===== src/rtl/mem_arb_pkg.sv =====
// Shared types and constants for the IF/MEM single-port memory arbiter.
package mem_arb_pkg;
    typedef enum logic {IDLE, BUSY} state_t;
    typedef enum logic {OWN_IF, OWN_DM} owner_t;

    localparam int MEM_LAT_MAX = 15;
    localparam int LAT_CNT_W   = 4;

    // Out-of-range latencies are pulled into 1..MEM_LAT_MAX at elaboration.
    function automatic int clamp_lat(input int lat);
        if (lat < 1)
            return 1;
        else if (lat > MEM_LAT_MAX)
            return MEM_LAT_MAX;
        else
            return lat;
    endfunction
endpackage


===== src/rtl/mem_arb_lat_cnt.sv =====
// Loadable latency up-counter; tc flags the last active cycle (count = LAT-1).
module mem_arb_lat_cnt
    import mem_arb_pkg::*;
#(
    parameter int LAT = 3
) (
    input  logic clk,
    input  logic reset,
    input  logic clear,
    input  logic en,
    output logic tc
);
    localparam logic [LAT_CNT_W-1:0] TC_VAL = LAT_CNT_W'(LAT - 1);

    logic [LAT_CNT_W-1:0] cnt;

    always_ff @(posedge clk) begin
        if (reset)
            cnt <= '0;
        else if (clear)
            cnt <= '0;
        else if (en)
            cnt <= cnt + 1'b1;
    end

    assign tc = en & (cnt == TC_VAL);
endmodule


===== src/rtl/mem_port_arbiter.sv =====
// Fixed-priority (DM over IF) arbiter for one single-port memory with pipeline stall control.
// Optional wait-cycle perf counters are built when MEM_PORT_ARB_PERF_EN is defined.
module mem_port_arbiter
    import mem_arb_pkg::*;
#(
    parameter int MEM_LAT = 3,
    parameter int AW      = 32,
    parameter int DW      = 32
) (
    input  logic          Clk,
    input  logic          Reset,
    input  logic          if_req,
    input  logic [AW-1:0] if_addr,
    output logic          if_gnt,
    output logic          if_done,
    output logic [DW-1:0] if_rdata,
    input  logic          dm_req,
    input  logic          dm_we,
    input  logic [AW-1:0] dm_addr,
    input  logic [DW-1:0] dm_wdata,
    output logic          dm_gnt,
    output logic          dm_done,
    output logic [DW-1:0] dm_rdata,
    output logic          mem_en,
    output logic          mem_we,
    output logic [AW-1:0] mem_addr,
    output logic [DW-1:0] mem_wdata,
    input  logic [DW-1:0] mem_rdata,
    output logic          pc_write,
    output logic          if_id_write,
    output logic          pipe_stall,
    output logic [31:0]   perf_if_wait,
    output logic [31:0]   perf_dm_wait
);
    localparam int LAT = clamp_lat(MEM_LAT);

    state_t state, state_nxt;
    owner_t owner;
    logic   we_r;
    logic   grant;
    logic   busy;
    logic   last;
    logic   dm_busy, if_busy;

    always_ff @(posedge Clk) begin
        if (Reset)
            state <= IDLE;
        else
            state <= state_nxt;
    end

    // Grants are combinational in IDLE and suppressed while Reset is high.
    always_comb begin
        state_nxt = state;
        dm_gnt    = 1'b0;
        if_gnt    = 1'b0;
        case (state)
            IDLE: begin
                if (!Reset) begin
                    if (dm_req) begin
                        dm_gnt    = 1'b1;
                        state_nxt = BUSY;
                    end else if (if_req) begin
                        if_gnt    = 1'b1;
                        state_nxt = BUSY;
                    end
                end
            end
            BUSY:    if (last) state_nxt = IDLE;
            default: state_nxt = IDLE;
        endcase
    end

    assign grant = if_gnt | dm_gnt;
    assign busy  = (state == BUSY);

    mem_arb_lat_cnt #(.LAT(LAT)) u_lat_cnt (
        .clk   (Clk),
        .reset (Reset),
        .clear (grant),
        .en    (busy),
        .tc    (last)
    );

    always_ff @(posedge Clk) begin
        if (Reset) begin
            owner     <= OWN_IF;
            we_r      <= 1'b0;
            mem_addr  <= '0;
            mem_wdata <= '0;
            if_rdata  <= '0;
            dm_rdata  <= '0;
            if_done   <= 1'b0;
            dm_done   <= 1'b0;
        end else begin
            if_done <= 1'b0;
            dm_done <= 1'b0;
            if (dm_gnt) begin
                owner     <= OWN_DM;
                we_r      <= dm_we;
                mem_addr  <= dm_addr;
                mem_wdata <= dm_wdata;
            end else if (if_gnt) begin
                owner     <= OWN_IF;
                we_r      <= 1'b0;
                mem_addr  <= if_addr;
            end
            // Stores leave dm_rdata untouched; they still get a done pulse.
            if (last) begin
                if (owner == OWN_DM) begin
                    dm_done <= 1'b1;
                    if (!we_r)
                        dm_rdata <= mem_rdata;
                end else begin
                    if_done  <= 1'b1;
                    if_rdata <= mem_rdata;
                end
            end
        end
    end

    assign mem_en = busy;
    assign mem_we = busy & we_r;

    assign dm_busy     = (dm_req & ~dm_gnt) | (busy & (owner == OWN_DM));
    assign if_busy     = (if_req & ~if_gnt) | (busy & (owner == OWN_IF));
    assign pipe_stall  = dm_busy;
    assign pc_write    = ~(dm_busy | if_busy);
    assign if_id_write = ~(dm_busy | if_busy);

`ifdef MEM_PORT_ARB_PERF_EN
    logic [31:0] if_wait_q, dm_wait_q;

    always_ff @(posedge Clk) begin
        if (Reset) begin
            if_wait_q <= '0;
            dm_wait_q <= '0;
        end else begin
            if (if_req && !if_gnt && if_wait_q != 32'hFFFF_FFFF)
                if_wait_q <= if_wait_q + 32'd1;
            if (dm_req && !dm_gnt && dm_wait_q != 32'hFFFF_FFFF)
                dm_wait_q <= dm_wait_q + 32'd1;
        end
    end

    assign perf_if_wait = if_wait_q;
    assign perf_dm_wait = dm_wait_q;
`else
    assign perf_if_wait = 32'd0;
    assign perf_dm_wait = 32'd0;
`endif
endmodule

===== config.mk =====
export PLATFORM = sky130hd
export DESIGN_NAME = mem_port_arbiter
export DESIGN_NICKNAME = d
export VERILOG_FILES = /design/src/rtl/mem_arb_pkg.sv /design/src/rtl/mem_arb_lat_cnt.sv /design/src/rtl/mem_port_arbiter.sv
export SDC_FILE = /design/constraint.sdc
export NUM_CORES = 1
export LEC_CHECK = 0
export ABC_CLOCK_PERIOD_IN_PS = 4400
export CAP_MARGIN = 10
export CORE_ASPECT_RATIO = 1.2
export CORE_MARGIN = 2
export CORE_UTILIZATION = 35
export DETAILED_ROUTE_END_ITERATION = 12
export GPL_TIMING_DRIVEN = 1
export PLACE_DENSITY = 0.73
export SLEW_MARGIN = 40
export SYNTH_ARGS = -nofsm -noshare
export SYNTH_HDL_FRONTEND = slang
export SYNTH_SLANG_ARGS = --single-unit

===== constraint.sdc =====
create_clock -name Clk -period 4.4 [get_ports Clk]
set_clock_uncertainty 0.1 [all_clocks]
set_input_delay 0.44 -clock Clk [delete_from_list [all_inputs] [get_ports Clk]]
set_output_delay 0.44 -clock Clk [all_outputs]
set_load 0.03 [all_outputs]

[Yosys cells after proc, flatten, opt, wreduce, memory -nomap -nowiden]
Index checks and enable logic that the tools add are counted.
Storage, ports and cells
  memory bits (read-only): 0
  memory bits (writable): 0
  output and inout port bits: 201
  memories kept: 0
  latch bits: 0
  register bits after elaboration: 137
  logic and storage cells: 51
  input port bits: 133
Operators by class
  muxes and demuxes: 17
  reduce and logical (&&, ||, !) cells: 5
  bitwise operators: 17
  multipliers: 0
  magnitude comparators: 0
  divide/modulo/power cells: 0
  shift operators: 0
  $add $sub $neg: 1
  equal/unequal tests: 1
Operator list (count)
  $mux 32: 2
  $mux 1: 14
  $not 1->1: 7
  $and 1x1->1: 6
  $add 4x1->4 const B: 1
  $eq 4x2->1 const B: 1
  $or 1x1->1: 4
  $reduce_or 2->1: 2
  $reduce_and 3->1: 1
  $pmux 1 s2: 1
  $reduce_and 2->1: 1
  $reduce_bool 2->1: 1

[Depth between registers and ports, before layout]
Gate-level depths: netlist of the first run.
  word-level depth: 9
  mapped depth: 7
  depth with buffers taken out: 5

[Cells and area by module]
Synthesis of the first run repeated with hierarchy kept, for this count alone.
Unflattened totals
  cells, all modules: 713
  area, all modules: 5670.4 um^2
Modules (own cells, without submodules)
  mem_port_arbiter: area an instance 5470.2 um^2, sequential area each 2662.6 um^2, instances 1, cells each 694
  mem_arb_lat_cnt: area an instance 200.2 um^2, sequential area each 80.1 um^2, instances 1, cells each 19

[Worst setup path after synthesis of the first run]
OpenSTA, ideal clock, no wires.
  path kind: flip-flop to output port
  from: reg state (netlist: mem_en)
  to: out if_gnt
  slack: 2.023 ns
  arrival time: 1.837 ns
  stages on the path, launching flop included: 3
  data required time: 3.860 ns
  buffers on the path: 1
  cells stage by stage: dfxtp_1 clkbuf_1 nor4b_1
On the way
  longest elaborated chain between the ends: 1
Ends and longest elaborated chain
  start, declared: line mem_port_arbiter.sv:37  | state_t state, state_nxt;
  start signal, assigned: line mem_port_arbiter.sv:49  | state <= state_nxt;
  $mux 1: line mem_port_arbiter.sv:57  | case (state)
  end, declared: line mem_port_arbiter.sv:14  | output logic if_gnt,
Every way passes these cells.

[Final worst setup path of the first run]
  from: in dm_req
  to: out dm_gnt
On the way
  longest elaborated chain between the ends: 3
Ends and longest elaborated chain
  start, declared: line mem_port_arbiter.sv:17  | input logic dm_req,
  $mux 1: line mem_port_arbiter.sv:60  | if (dm_req) begin
  $mux 1: line mem_port_arbiter.sv:59  | if (!Reset) begin
  $mux 1: line mem_port_arbiter.sv:57
  end, declared: line mem_port_arbiter.sv:21  | output logic dm_gnt,
Every way passes these cells.

==> summary.log, run 1 <==
qor: status.outcome complete, no violations
qor: sta.clock_period_minus_final_worst_setup_slack 2.92 ns
qor: critical_path.timing.critical_path.required 3.86 ns
qor: clock_tree.ctsResizeCount 0
qor: critical_path.worst_setup_path_end_kind output port
qor: clock_tree.clock_tree_from_tritoncts done
qor: power.vdd_ir_drop_max 0.225 mV
qor: logic_synthesis.synth_sequential_area_ratio 0.438
qor: placed_design.gp_congestion 0.726
qor: job.cap_viol_max_count 0
qor: power.p_leak 3.89 nW
qor: critical_path.worst-setup-path-type in2out
qor: floorplanning.floorplan.die_area 0.0190 mm2
qor: clock_tree.clk_pin_slew 0.06 ns
qor: clock_tree.cts.sinks 137
qor: floorplanning.num_io_pins 334
qor: logic_synthesis.syn_area_per_cell 8.80 um2
qor: grt.grt_overflow_total 0
qor: clock_tree.cts_hold_buf 0
qor: layout.share_of_layout_cells_above_drive_strength_1 0.0455
qor: grt.grt_first_pass_wirelength 26.4 mm
qor: logic_synthesis.synth-async-reset-ratio 0
qor: sta.timing.final.crit_share 0.663
qor: logic_synthesis.ys_seq_elements 137
qor: route.drt-total-wl 17.1 mm
qor: grt.grtUsageTotal 0.174
qor: hold_path.hp-start dm_rdata[20]
qor: logic_synthesis.post_synth_instance_area 0.00626 mm2
qor: clock_tree.root_buffer clkbuf_16
qor: route.drtIter0Drc 222
qor: sta.worst_case_setup_margin_in_the_final_layout 1.48 ns
qor: logic_synthesis.ys_warn_count 0
qor: clock_tree.clock_latency 0.41 ns
qor: route.antenna_left 0
qor: sta.final-max-slew-violation-count 0
qor: critical_path.worst-path-max-fanout 6
qor: critical_path.critical_path.startpoint_type input pin
qor: clock_tree.cts_setup_buffers 0
qor: sta.hold_viol 0
qor: critical_path.cpMaxStageDelayCell clkdlybuf4s50_1
qor: power.total_power 3.54 mW
qor: clock_tree.cts_made_buffers 17
qor: sta.timing.final.setup_violations 0
qor: logic_synthesis.postSynthCellCount 712
qor: logic_synthesis.synthDistinctLibCells 33
qor: sta.max-slew-margin-rel 0.498
qor: route.drt_pass1_iterations 4
qor: sta.rsz0062_at_grt false
qor: route.post_drt_via_cell_ratio 4.52
qor: critical_path.worstSetupStartpoint dm_req
qor: sta.maxClockFrequency 343 MHz
qor: floorplanning.floorplan.initialDensity 0.358
qor: floorplanning.dieHeight 151 um
qor: logic_synthesis.synth_ff_type dfxtp_1
qor: placed_design.port-buffer-count 269
qor: floorplanning.chipWidth 126 um
qor: critical_path.cp_slowest_stage_delay 0.67 ns
qor: logic_synthesis.number_of_flops_mapped_to_enable_cells_by_yosys 0
qor: layout.count_of_filler_cells_inserted_in_the_layout 1,621
qor: critical_path.worst_r2r_startpoint mem_en
qor: placed_design.post-dp-hpwl 11.8 mm
qor: power.power_per_cell_area 376 mW/mm2
qor: grt.largest_net_degree_at_the_start_of_global_routing 89
qor: sta.fin_tns_setup 0 ns
qor: critical_path.path_buf_inv 3
qor: layout.number_of_antenna_diodes 0
qor: critical_path.cp_data_arrival_time 2.38 ns
qor: sta.transition_time_at_the_pin_with_the_least_slew_margin 0.752 ns
qor: clock_tree.clock_tree.htree_level_count 4
qor: floorplanning.floorplan.rows 53
qor: critical_path.timing.critical_path.max_delay_family buffers and inverters
qor: critical_path.most_common_cell_type_on_the_critical_path clkdlybuf4s50_1
qor: critical_path.crit_path_cell_trace clkdlybuf4s50_1, or3b_2, inv_2, clkdlybuf4s50_1
qor: grt.antenna_violations_before_repair 0
qor: route.routed-via-count 5,367
qor: hold_path.min_path_type reg2reg
qor: layout.design.final.nets 1,090
qor: route.drc_errors 0
qor: clock_tree.clock_path_buffers 2
qor: layout.layout-area-overhead-vs-synth 50.4%
qor: placed_design.dpl_worst_slack 1.47 ns
qor: route.detail_route.wl_per_cell 14.4 um
qor: grt.number_of_global_route_vias_before_repair 5,144
qor: floorplanning.core-area 0.0175 mm2
[area by class of cell]
| type | instances | area (um2) | area share |
|---|---|---|---|
| clock inverter | 13 | 190 | 0.0202 |
| multi-input combinational | 518 | 3000 | 0.319 |
| sequential | 137 | 2740 | 0.291 |
| tap | 220 | 275 | 0.0292 |
| timing repair buffer | 277 | 2750 | 0.292 |
| inverter | 4 | 15.0 | 0.00159 |
| clock buffer | 18 | 439 | 0.0466 |
[stage by stage]
stage               cells  utilization  instance area, um2  hold slack (ns)
detailed placement   1156        0.502                8790            0.361
global route         1187        0.538                9420            0.384
CTS                  1187        0.538                9420            0.374
floorplan             775            -                6500            0.381
finish               1187        0.538                9420            0.368
global placement     1156        0.502                8790            0.359
[cells in the final DEF (no fill, tap or decap), types with 2 or more instances in the layout]
cell type        count
nand2_1            132
buf_4                9
nor2b_1             32
ha_1                 2
nor2_1               9
o21ai_0              3
conb_1              64
nor2_2               2
nand3b_1            32
clkinv_2             2
xor2_1               2
clkinv_4             2
dfxtp_1            137
clkdlybuf4s50_1    268
inv_1                3
nand2b_1            98
a21oi_1             33
clkbuf_16           17
bufinv_16            4
a31oi_1             32
mux2i_1             64
inv_6                4
[state kept, by name, summed over array words and instances (netlist names)]
name / count
mem_addr: 32
dm_rdata: 32
dm_done: 1
mem_wdata: 32
we_r: 1
mem_en: 1
if_rdata: 32
if_done: 1
owner: 1
u_lat_cnt.cnt: 4
[power by group]
group | switching, mW | internal, mW | leakage (nW)
Sequential | 0.0378 | 1.31 | 1.12
Combinational | 0.371 | 0.295 | 2.47
Clock | 0.565 | 0.968 | 0.308
[cells by family after synthesis]
kind of cell / synth area share
fa+ha+maj: 0.00559
flops: 0.438
buf+inv: 0.120
mux: 0.102
other cells: 0.000599
xor+xnor: 0.00420
compound gates: 0.0631
simple gates: 0.266
[synthesized netlist by cell type (2+ instances only)]
master / count / area share
o21ai_0: 3 / 0.0024
buf_4: 67 / 0.080
a31oi_1: 32 / 0.032
inv_1: 3 / 0.0018
xor2_1: 2 / 0.0028
buf_2: 18 / 0.014
nor2_1: 10 / 0.0060
clkbuf_1: 27 / 0.016
ha_1: 2 / 0.0040
nand3b_1: 32 / 0.038
nand2b_1: 98 / 0.098
nand2_1: 132 / 0.079
a21oi_1: 33 / 0.026
dfxtp_1: 137 / 0.44
nor2b_1: 32 / 0.032
mux2i_1: 64 / 0.10
buf_6: 4 / 0.0072
[worst paths after layout]
kind                        to  cells past startpoint  slack (ns)
setup / recovery        dm_gnt                      4        1.48
hold / removal    dm_rdata[20]                      2        0.37
setup reg to reg  mem_addr[30]                      5        2.18
hold reg to reg   dm_rdata[20]                      2        0.37
[worst reg2reg max path, delay by kind of cell (launching register included)]
family	cells	cell delay, ns
buffers and inverters	2	0.66
flip-flops	1	0.50
AO/OA/AOI/OAI	1	0.18
AND/OR/NAND/NOR	2	0.71
[layer usage]
metal  track usage  vias up  part of all wire
li1              -     2680                 -
met1         0.207     2444              0.42
met2         0.288      228              0.48
met3        0.0697       15             0.085
met4        0.0544        0             0.012
met5             0        -                 0
Power figures use the tool's default switching activity.
==> inputs of run 2 (changes only) <==
--- a/config.mk
+++ b/config.mk
@@ -5,14 +5,14 @@
 export SDC_FILE = /design/constraint.sdc
 export NUM_CORES = 1
 export LEC_CHECK = 0
-export ABC_CLOCK_PERIOD_IN_PS = 4400
+export ABC_CLOCK_PERIOD_IN_PS = 2500
 export CAP_MARGIN = 10
 export CORE_ASPECT_RATIO = 1.2
 export CORE_MARGIN = 2
 export CORE_UTILIZATION = 35
 export DETAILED_ROUTE_END_ITERATION = 12
 export GPL_TIMING_DRIVEN = 1
-export PLACE_DENSITY = 0.73
+export PLACE_DENSITY = 0.76
 export SLEW_MARGIN = 40
 export SYNTH_ARGS = -nofsm -noshare
 export SYNTH_HDL_FRONTEND = slang
==> constraint.sdc (replaced) <==
create_clock -name Clk -period 2.5 [get_ports Clk]
set_clock_uncertainty 0.1 [all_clocks]
set_input_delay 0.25 -clock Clk [delete_from_list [all_inputs] [get_ports Clk]]
set_output_delay 0.25 -clock Clk [all_outputs]
set_load 0.03 [all_outputs]
==> summary.log, run 2 (same netlist as run 1, synthesis figures left out) <==
qor: critical_path.cp_slowest_stage_delay 0.73 ns
qor: sta.timing.final.crit_share 0.901
qor: route.antenna_left 0
qor: status.outcome complete, no violations
qor: grt.grtUsageTotal 0.177
qor: clock_tree.cts_made_buffers 17
qor: hold_path.hp-start Reset
qor: job.cap_viol_max_count 0
qor: power.share_seq_of_total_power 0.376
qor: clock_tree.clock_tree.htree_level_count 4
qor: sta.clock_period_minus_final_worst_setup_slack 2.25 ns
qor: critical_path.worstSetupStartpoint mem_en
qor: layout.layout_common_cells 264 x clkdlybuf4s50_1, 136 x dfxtp_1, 132 x nand2_1
qor: clock_tree.cts_setup_buffers 0
qor: sta.rsz0062_at_grt false
qor: sta.maxClockFrequency 444 MHz
qor: layout.design.final.nets 1,094
qor: clock_tree.cts_hold_buf 0
qor: grt.antenna_violations_before_repair 0
qor: route.detail_route.wl_per_cell 14.3 um
qor: critical_path.crit_path_cell_trace o21ai_0, nand2_1, clkdlybuf4s50_1
qor: layout.mostFrequentLayoutCell clkdlybuf4s50_1
qor: floorplanning.floorplan.initialDensity 0.358
qor: hold_path.hold-path-endpoint owner
qor: grt.number_of_global_route_vias_before_repair 5,247
qor: clock_tree.clock_latency 0.41 ns
qor: clock_tree.root_buffer clkbuf_16
qor: layout.number_of_antenna_diodes 0
qor: layout.share_of_layout_cells_above_drive_strength_1 0.0556
qor: placed_design.placed_cell_area 0.00887 mm2
qor: route.drt-total-wl 17.1 mm
qor: grt.largest_net_degree_at_the_start_of_global_routing 165
qor: hold_path.min_path_type in2reg
qor: grt.grt_use_met3 0.0693
qor: critical_path.worst-path-max-fanout 15
qor: power.total_switching_power 1.77 mW
qor: placed_design.port-buffer-count 269
qor: floorplanning.floorplan.rows 53
qor: floorplanning.chipWidth 126 um
qor: grt.grt_use_met1 0.209
qor: sta.hold_viol 0
qor: critical_path.worst_setup_path_end_kind output port
qor: route.drt_pass1_iterations 4
qor: critical_path.path_buf_inv 1
qor: power.power_frac_clock 0.435
qor: power.p_leak 3.94 nW
qor: hold_path.hold-path-cell-count 4
qor: critical_path.timing.critical_path.required 2.15 ns
qor: floorplanning.num_io_pins 334
qor: grt.globalRouteMet2Util 0.296
qor: clock_tree.ctsResizeCount 0
qor: placed_design.gp_congestion 0.749
qor: floorplanning.core-area 0.0175 mm2
qor: route.drtIter0Drc 272
qor: power.power_per_cell_area 662 mW/mm2
qor: sta.max-slew-margin-rel 0.527
qor: sta.timing.final.setup_violations 0
qor: critical_path.worst-setup-path-type reg2out
qor: critical_path.reg2reg_setup_slack 0.69 ns
qor: power.internal_power 4.53 mW
qor: critical_path.critical_path.reg2reg.endpoint mem_addr[18]
qor: critical_path.cp_data_arrival_time 1.90 ns
qor: power.combPwrFrac 0.189
qor: critical_path.timing.critical_path.max_delay_family buffers and inverters
qor: critical_path.r2r_cells 4
qor: clock_tree.clk_pin_slew 0.06 ns
qor: floorplanning.floorplan.die_area 0.0190 mm2
qor: route.routed-via-count 5,408
qor: clock_tree.clock_tree_from_tritoncts done
qor: critical_path.cpMaxStageDelayCell clkdlybuf4s50_1
qor: grt.grt.busiest_layer met2
qor: grt.grt_first_pass_wirelength 26.9 mm
qor: critical_path.critical_path.startpoint_type flop
qor: floorplanning.dieHeight 151 um
qor: clock_tree.cts.sinks 137
qor: placed_design.post-dp-hpwl 11.9 mm
qor: power.swShare 0.281
qor: sta.fin_tns_setup 0 ns
qor: sta.transition_time_at_the_pin_with_the_least_slew_margin 0.710 ns
qor: layout.layout-area-overhead-vs-synth 51.8%
qor: power.vdd_ir_drop_max 0.387 mV
qor: sta.final-max-slew-violation-count 0
qor: route.drc_errors 0
qor: critical_path.worst_r2r_startpoint mem_en
qor: route.post_drt_via_cell_ratio 4.54
qor: clock_tree.clock_path_buffers 2
qor: layout.final_area 0.00951 mm2
qor: grt.grt_overflow_total 0
-- run 2: per-layer routing --
| layer | vias up | part of all wire |
|---|---|---|
| met1 | 2469 | 0.42 |
| li1 | 2683 | - |
| met2 | 239 | 0.47 |
| met4 | 0 | 0.014 |
| met5 | - | 0 |
| met3 | 17 | 0.094 |
-- run 2: worst max path at each step --
stage / end / slack (ns) / cells after the start
6_report: pipe_stall / 0.25 / 3
5_1_grt: pipe_stall / 0.14 / 3
4_1_cts: pipe_stall / 0.006 / 3
3_5_place_dp: mem_addr[18] / 0.31 / 5
3_3_place_gp: mem_addr[31] / 0.32 / 5
2_1_floorplan: if_gnt / 0.31 / 2
-- run 2: worst reg2reg max path: stages (launching register included) --
cell     delay [ns]
dfxtp_2        0.50
or3b_2         0.20
buf_4          0.58
nand2_1        0.19
a31oi_1        0.18
-- run 2: layout make-up --
class,instances,area (um2)
fillers,1599,8000
flip-flops and latches,137,2740
well taps,220,275
multi-input cells,518,3000
inverters,4,15.0
clock inverters,15,213
repair buffers,281,2830
clock buffers,17,425
-- run 2: stage by stage --
step / power (mW) / instances / worst slack [ns] / hold WS (ns) / utilization
2_1_floorplan: 3.15 / 775 / 0.313 / 0.249 / -
3_3_place_gp: 3.60 / 1160 / 0.324 / 0.357 / 0.507
3_5_place_dp: 3.61 / 1160 / 0.315 / 0.363 / 0.507
4_1_cts: 6.38 / 1192 / 0.00559 / 0.230 / 0.543
5_1_grt: 6.55 / 1192 / 0.144 / 0.264 / 0.543
6_report: 6.30 / 1192 / 0.247 / 0.236 / 0.543
-- run 2: power by group through the flow --
| stage | registers, mW | logic [mW] | clock network, mW |
|---|---|---|---|
| 2_1_floorplan | 2.62 | 0.526 | 0 |
| 4_1_cts | 2.37 | 1.20 | 2.81 |
| 3_3_place_gp | 2.41 | 1.19 | 0 |
| 6_report | 2.37 | 1.19 | 2.74 |
| 3_5_place_dp | 2.41 | 1.19 | 0 |
| 5_1_grt | 2.38 | 1.27 | 2.89 |
